[config.mk]
export PLATFORM = sky130hd
export DESIGN_NAME = xnor_compare_sched_flat
export DESIGN_NICKNAME = d
export VERILOG_FILES = /design/src/rtl/xnor_compare_sched_if.sv /design/src/rtl/xnor_compare_sched.sv /design/src/flat_wrapper.sv
export SDC_FILE = /design/constraint.sdc
export NUM_CORES = 1
export LEC_CHECK = 0
export CELL_PAD_IN_SITES_DETAIL_PLACEMENT = 1
export CELL_PAD_IN_SITES_GLOBAL_PLACEMENT = 2
export CORE_MARGIN = 4
export CORE_UTILIZATION = 31
export DETAILED_ROUTE_END_ITERATION = 12
export GPL_TIMING_DRIVEN = 0
export PLACE_DENSITY_LB_ADDON = 0.25
export SYNTH_ARGS = -nofsm -noshare
export SYNTH_HDL_FRONTEND = slang
export SYNTH_SLANG_ARGS = --single-unit
[constraint.sdc]
create_clock -name clk -period 2.3 [get_ports clk]
set_clock_uncertainty 0.15 [all_clocks]
set_input_delay 0.69 -clock clk [delete_from_list [all_inputs] [get_ports clk]]
set_output_delay 0.69 -clock clk [all_outputs]
set_load 0.05 [all_outputs]
[src/rtl/xnor_compare_sched_if.sv]
// Requester/result bundle for xnor_compare_sched. The master side is the operand
// producer (and result consumer); the slave side is the sequencer itself.
interface xnor_compare_sched_if #(
  parameter int WIDTH = 8
);
  localparam int CW = $clog2(WIDTH + 1);

  logic             req0;
  logic [WIDTH-1:0] a0;
  logic [WIDTH-1:0] b0;
  logic             req1;
  logic [WIDTH-1:0] a1;
  logic [WIDTH-1:0] b1;
  logic             gnt0;
  logic             gnt1;
  logic             busy;
  logic             done;
  logic             done_id;
  logic             eq;
  logic [CW-1:0]    match_cnt;
  logic [WIDTH-1:0] xnor_bits;

  modport master (
    output req0, a0, b0, req1, a1, b1,
    input  gnt0, gnt1, busy, done, done_id, eq, match_cnt, xnor_bits
  );

  modport slave (
    input  req0, a0, b0, req1, a1, b1,
    output gnt0, gnt1, busy, done, done_id, eq, match_cnt, xnor_bits
  );
endinterface

[src/rtl/xnor_compare_sched.sv]
// Round-robin sequencer sharing one bit-serial 5-NAND XNOR cell between two
// requesters; reports equality, match count and the XNOR vector.
module xnor_compare_sched #(
  parameter int WIDTH = 8
) (
  input  logic                 clk,
  input  logic                 rst_n,
  xnor_compare_sched_if.slave  bus
);
  localparam int CW = $clog2(WIDTH + 1);

  typedef enum logic [1:0] {IDLE, RUN, DONE} state_t;

  state_t           state;
  logic [WIDTH-1:0] a_sh;
  logic [WIDTH-1:0] b_sh;
  logic [WIDTH-1:0] vec;
  logic [WIDTH-1:0] vec_next;
  logic [CW-1:0]    cnt;
  logic [CW-1:0]    cnt_next;
  logic [CW-1:0]    idx;
  logic             last;
  logic             n1, n2, n3, n4, x;
  logic             take0, take1;

  always_comb begin
    // Classic NAND equality gate: n1..n4 form XOR, the fifth NAND inverts it.
    n1 = ~(a_sh[0] & b_sh[0]);
    n2 = ~(a_sh[0] & n1);
    n3 = ~(b_sh[0] & n1);
    n4 = ~(n2 & n3);
    x  = ~(n4 & n4);
    vec_next = vec >> 1;
    vec_next[WIDTH-1] = x;
    cnt_next = cnt + CW'(x);
    // On a tie the requester that was not served last wins.
    take0 = bus.req0 & (~bus.req1 | last);
    take1 = bus.req1 & ~take0;
  end

  always_ff @(posedge clk or negedge rst_n) begin
    if (!rst_n) begin
      state         <= IDLE;
      a_sh          <= '0;
      b_sh          <= '0;
      vec           <= '0;
      cnt           <= '0;
      idx           <= '0;
      last          <= 1'b1;
      bus.gnt0      <= 1'b0;
      bus.gnt1      <= 1'b0;
      bus.busy      <= 1'b0;
      bus.done      <= 1'b0;
      bus.done_id   <= 1'b0;
      bus.eq        <= 1'b0;
      bus.match_cnt <= '0;
      bus.xnor_bits <= '0;
    end else begin
      bus.gnt0 <= 1'b0;
      bus.gnt1 <= 1'b0;
      bus.done <= 1'b0;
      case (state)
        IDLE, DONE: begin
          if (take0 || take1) begin
            a_sh        <= take1 ? bus.a1 : bus.a0;
            b_sh        <= take1 ? bus.b1 : bus.b0;
            vec         <= '0;
            cnt         <= '0;
            idx         <= '0;
            last        <= take1;
            bus.done_id <= take1;
            bus.gnt0    <= take0;
            bus.gnt1    <= take1;
            bus.busy    <= 1'b1;
            state       <= RUN;
          end else begin
            bus.busy <= 1'b0;
            state    <= IDLE;
          end
        end
        RUN: begin
          a_sh <= a_sh >> 1;
          b_sh <= b_sh >> 1;
          vec  <= vec_next;
          cnt  <= cnt_next;
          idx  <= idx + CW'(1);
          if (idx == CW'(WIDTH - 1)) begin
            bus.xnor_bits <= vec_next;
            bus.match_cnt <= cnt_next;
            bus.eq        <= (cnt_next == CW'(WIDTH));
            bus.done      <= 1'b1;
            state         <= DONE;
          end
        end
        default: begin
          bus.busy <= 1'b0;
          state    <= IDLE;
        end
      endcase
    end
  end
endmodule

[src/flat_wrapper.sv]
// flat-port wrapper written by rule: the top's interface ports become plain ports
module xnor_compare_sched_flat 
#(
  parameter int WIDTH = 8
)
  (clk, rst_n, bus_req0, bus_a0, bus_b0, bus_req1, bus_a1, bus_b1, bus_gnt0, bus_gnt1, bus_busy, bus_done, bus_done_id, bus_eq, bus_match_cnt, bus_xnor_bits);
  xnor_compare_sched_if #(.WIDTH(WIDTH)) bus_i ();
  input  logic clk;
  input  logic rst_n;
  input wire logic [$bits(bus_i.req0)-1:0] bus_req0;
  input wire logic [$bits(bus_i.a0)-1:0] bus_a0;
  input wire logic [$bits(bus_i.b0)-1:0] bus_b0;
  input wire logic [$bits(bus_i.req1)-1:0] bus_req1;
  input wire logic [$bits(bus_i.a1)-1:0] bus_a1;
  input wire logic [$bits(bus_i.b1)-1:0] bus_b1;
  output wire logic [$bits(bus_i.gnt0)-1:0] bus_gnt0;
  output wire logic [$bits(bus_i.gnt1)-1:0] bus_gnt1;
  output wire logic [$bits(bus_i.busy)-1:0] bus_busy;
  output wire logic [$bits(bus_i.done)-1:0] bus_done;
  output wire logic [$bits(bus_i.done_id)-1:0] bus_done_id;
  output wire logic [$bits(bus_i.eq)-1:0] bus_eq;
  output wire logic [$bits(bus_i.match_cnt)-1:0] bus_match_cnt;
  output wire logic [$bits(bus_i.xnor_bits)-1:0] bus_xnor_bits;
  assign bus_i.req0 = bus_req0;
  assign bus_i.a0 = bus_a0;
  assign bus_i.b0 = bus_b0;
  assign bus_i.req1 = bus_req1;
  assign bus_i.a1 = bus_a1;
  assign bus_i.b1 = bus_b1;
  assign bus_gnt0 = bus_i.gnt0;
  assign bus_gnt1 = bus_i.gnt1;
  assign bus_busy = bus_i.busy;
  assign bus_done = bus_i.done;
  assign bus_done_id = bus_i.done_id;
  assign bus_eq = bus_i.eq;
  assign bus_match_cnt = bus_i.match_cnt;
  assign bus_xnor_bits = bus_i.xnor_bits;
  xnor_compare_sched #(.WIDTH(WIDTH)) u_core (.clk(clk), .rst_n(rst_n), .bus(bus_i));
endmodule
==> results.md <==
* Outcome: complete, no violations
* Vias per Instance at ~5.2
* R2r worst-path depth at 6
* Number of gates resized after CTS at 15
* Fin. Hold Viols at 0
* RSZ-0062 raised after global routing: false
* CP endpoint kind: flip-flop
* Dpl cell area at slightly above 0.003 sq mm
* Post-synth EDFFs at 0
* Routed wire length per instance at around 17 um
* Total Power at 4.057 mW
* CP max stage delay at between 500 and 600 ps
* Root buffer cell: clkbuf_8
* Die X at between 90 and 100 um
* Power Density at about 1300 mW/mm^2
* Total core area at between 0.007 and 0.008 sq mm
* Routed WL at around 6.4 mm
* Post-CTS setup buffer count at 0
* Worst Path Buf+Inv at 2
* Hold buffer count at cts at 0
* Fin crit share at 0.9135
* Die span in y at between 90 and 100 um
* Worst-path clk slew at 90 ps
* Max-slew headroom at 0.6065
* First-pass GRT wire length at 10.56 mm
* CP startpoint kind: input pin
* Data required, critical path at 2380 ps
* Critical path's top delay family: buffers and inverters
* Largest net degree at the start of global routing at 29
* Worst r2r src: u_core.b_sh[0]
* Syn Std Cell Area at between 0.002 and 0.0025 sq mm
* Post-layout util at 0.4261
* Ys Warns at 0
* Clock Path Buffers at 2
* Syn_area_per_cell at 10.77 sq um
* Final setup fails at 0
* Clock latency on the worst-skew pair at 310 ps
* GRT Util Overall at 0.1484
* DR pass1 iterations at 4
* Gate Count Post-Synth at 224
* H-tree depth at 2
* Final net count at 323
* Mapped Nets at around 260
* Fin area at around 0.0032 sq mm
* Least-Margin Pin Slew at 590.2 ps
* Setup slack, reg-to-reg at between 300 and 400 ps
* Port bufs at 52
* # rows at 31
* Clk sinks at 52
* Fin crit period at 2101 ps
* DRT iter0 DRCs at 88
* Vias in the first global route at 2139
* Worst path slowest cell: clkdlybuf4s50_1
* Synth Register Bits at 52
* Area leader, netlist: dfrtp_1
* Crit path cell chain: clkdlybuf4s50_1 -> a21boi_4 -> buf_4 -> a32oi_1 -> o211ai_1
* Placed insts at ~380
* DIE AREA at 0.009257 sq mm
* Asr flop ratio synth at 1.000
* Worst Path Max Fanout at 10
* Critical Path Stages at 5
* Share of layout cells above drive strength 1 at 0.1092
* Residual DRC count at 0
* DR vias at between 1500 and 2000
* Top-Level Pins at 54
* Max VDD drop at ~0.00045 V
* Area delta synth->final at 30.86%
* Worst min path class: input pin to async pin
* Synth Flop Type: dfrtp_1
* Worst Path Arrival at between 2000 and 2500 ps
* Seq/Total Area, Yosys at 0.5399
* N_diodes at 0
* Antenna violations before repair at 0
* Cell variety after synth at 37
* Synth top area share at 0.5290
* Slew Viols, Final at 0
* CTS tree: done
* R2R Path End: u_core.cnt[2]
* Hold_ws at 226.6 ps
* Hpwl dp at about 4.6 mm
* Gpl congestion at ~0.71
* CTS Buf Count at 5
* Main area contributors after synthesis: dfrtp_1, nand2_1, a32oi_1
* Grt ovf at 0
* Fmax at 0.4760 GHz
* Initial Util at 0.3256
* Max Cap Violations at 0
* Final std cells w/o fill at about 380
* Antenna Nets Post-Route at 0
* Crit Path Category: input pin to flip-flop
* P_leak at approximately 1.4 nW
## cells in the mapped netlist (4+ instances only)
library cell / number
dfrtp_1: 51
o21ai_0: 24
nand2_1: 38
a21oi_1: 4
a32oi_1: 14
o211ai_1: 14
buf_2: 7
mux2_4: 7
clkbuf_1: 7
nand3_1: 12
## cell usage in the layout, fill, tap and decap left out, drive strengths merged
cell type      instances
dfrtp                 51
nand2                 38
clkdlybuf4s50         33
o21ai                 26
dlygate4sd2           15
a32oi                 14
o211ai                14
clkbuf                14
buf                   13
nand3                 12
mux2                  10
a21oi                  4
nor2                   4
mux2i                  3
ha                     3
dlymetal6s2s           3
xnor2                  2
nand2b                 2
nand4                  2
a21o                   2
inv                    2
nor3                   2
nor3b                  2
o31ai                  2
nand3b                 1
a21boi                 1
nor2b                  1
xor2                   1
and2b                  1
and3b                  1
o21bai                 1
and2                   1
a211oi                 1
a211o                  1
dfstp                  1
## cells by family after synthesis
kind of cell,Yosys count,synth area share
buffers and inverters,20,0.04253
AOI/OAI and AO/OA,66,0.1883
xor gates and xnor gates,3,0.01089
and+or+nand+nor,67,0.1328
muxes,13,0.07002
DFF,52,0.5399
adders and majority gates,3,0.01556
## sequential cells by signal (all words and copies together) (netlist names)
name	cells
u_core.idx	4
u_core.b_sh	8
u_core.bus.eq	1
u_core.bus.gnt1	1
u_core.cnt	4
u_core.last	1
u_core.a_sh	8
u_core.bus.busy	1
u_core.vec	7
u_core.bus.xnor_bits	8
u_core.bus.match_cnt	4
u_core.bus.gnt0	1
u_core.bus.done_id	1
u_core.bus.done	1
u_core.state	2
## how the worst max path moves through the flow
stage                    start             end  slack [ps]
6_report              bus_req1  u_core.b_sh[2]         200
5_1_grt               bus_req1  u_core.b_sh[2]         110
4_1_cts        u_core.bus.gnt0        bus_gnt0           4
3_5_place_dp          bus_req1  u_core.b_sh[2]        -130
3_3_place_gp             rst_n  u_core.b_sh[4]       -1300
2_1_floorplan         bus_req0  u_core.a_sh[2]         600
## power breakdown
group          internal, mW  switching [mW]
logic                 0.693            1.25
clock network         0.269           0.298
registers              1.31           0.239
total                  2.27            1.78
## stage by stage
step / TNS [ps] / setup slack [ps]
floorplan: 0 / 596.1
global placement: -67830 / -1298
detailed placement: -1058 / -127.5
CTS: 0 / 4.408
global route: 0 / 105.5
finish: 0 / 198.9
## worst register-to-register path, cell delays in order, from the launching register on
cell and delay (ps):
dfrtp_1 400, xnor2_1 400, ha_1 260, ha_1 220
nor3b_1 70, o31ai_1 210, o21ai_0 140
## area by class of cell
type	count	area, sq um
plain buffers	18	95.09
well taps	99	123.9
inverters	2	7.507
multi-input cells	152	1007
fillers	836	4252
repair buffers	53	524.3
clock buffers	7	96.34
flip-flops and latches	52	1303
## routing by layer
layer | wire length (um) | track usage | share of wire
met1 | 2892 | 0.1965 | 0.45
met5 | 0 | 0 | 0
met3 | 232 | 0.02737 | 0.036
met2 | 3149 | 0.2404 | 0.49
met4 | 93 | 0.05569 | 0.015
(Power assumes the default switching activity.)
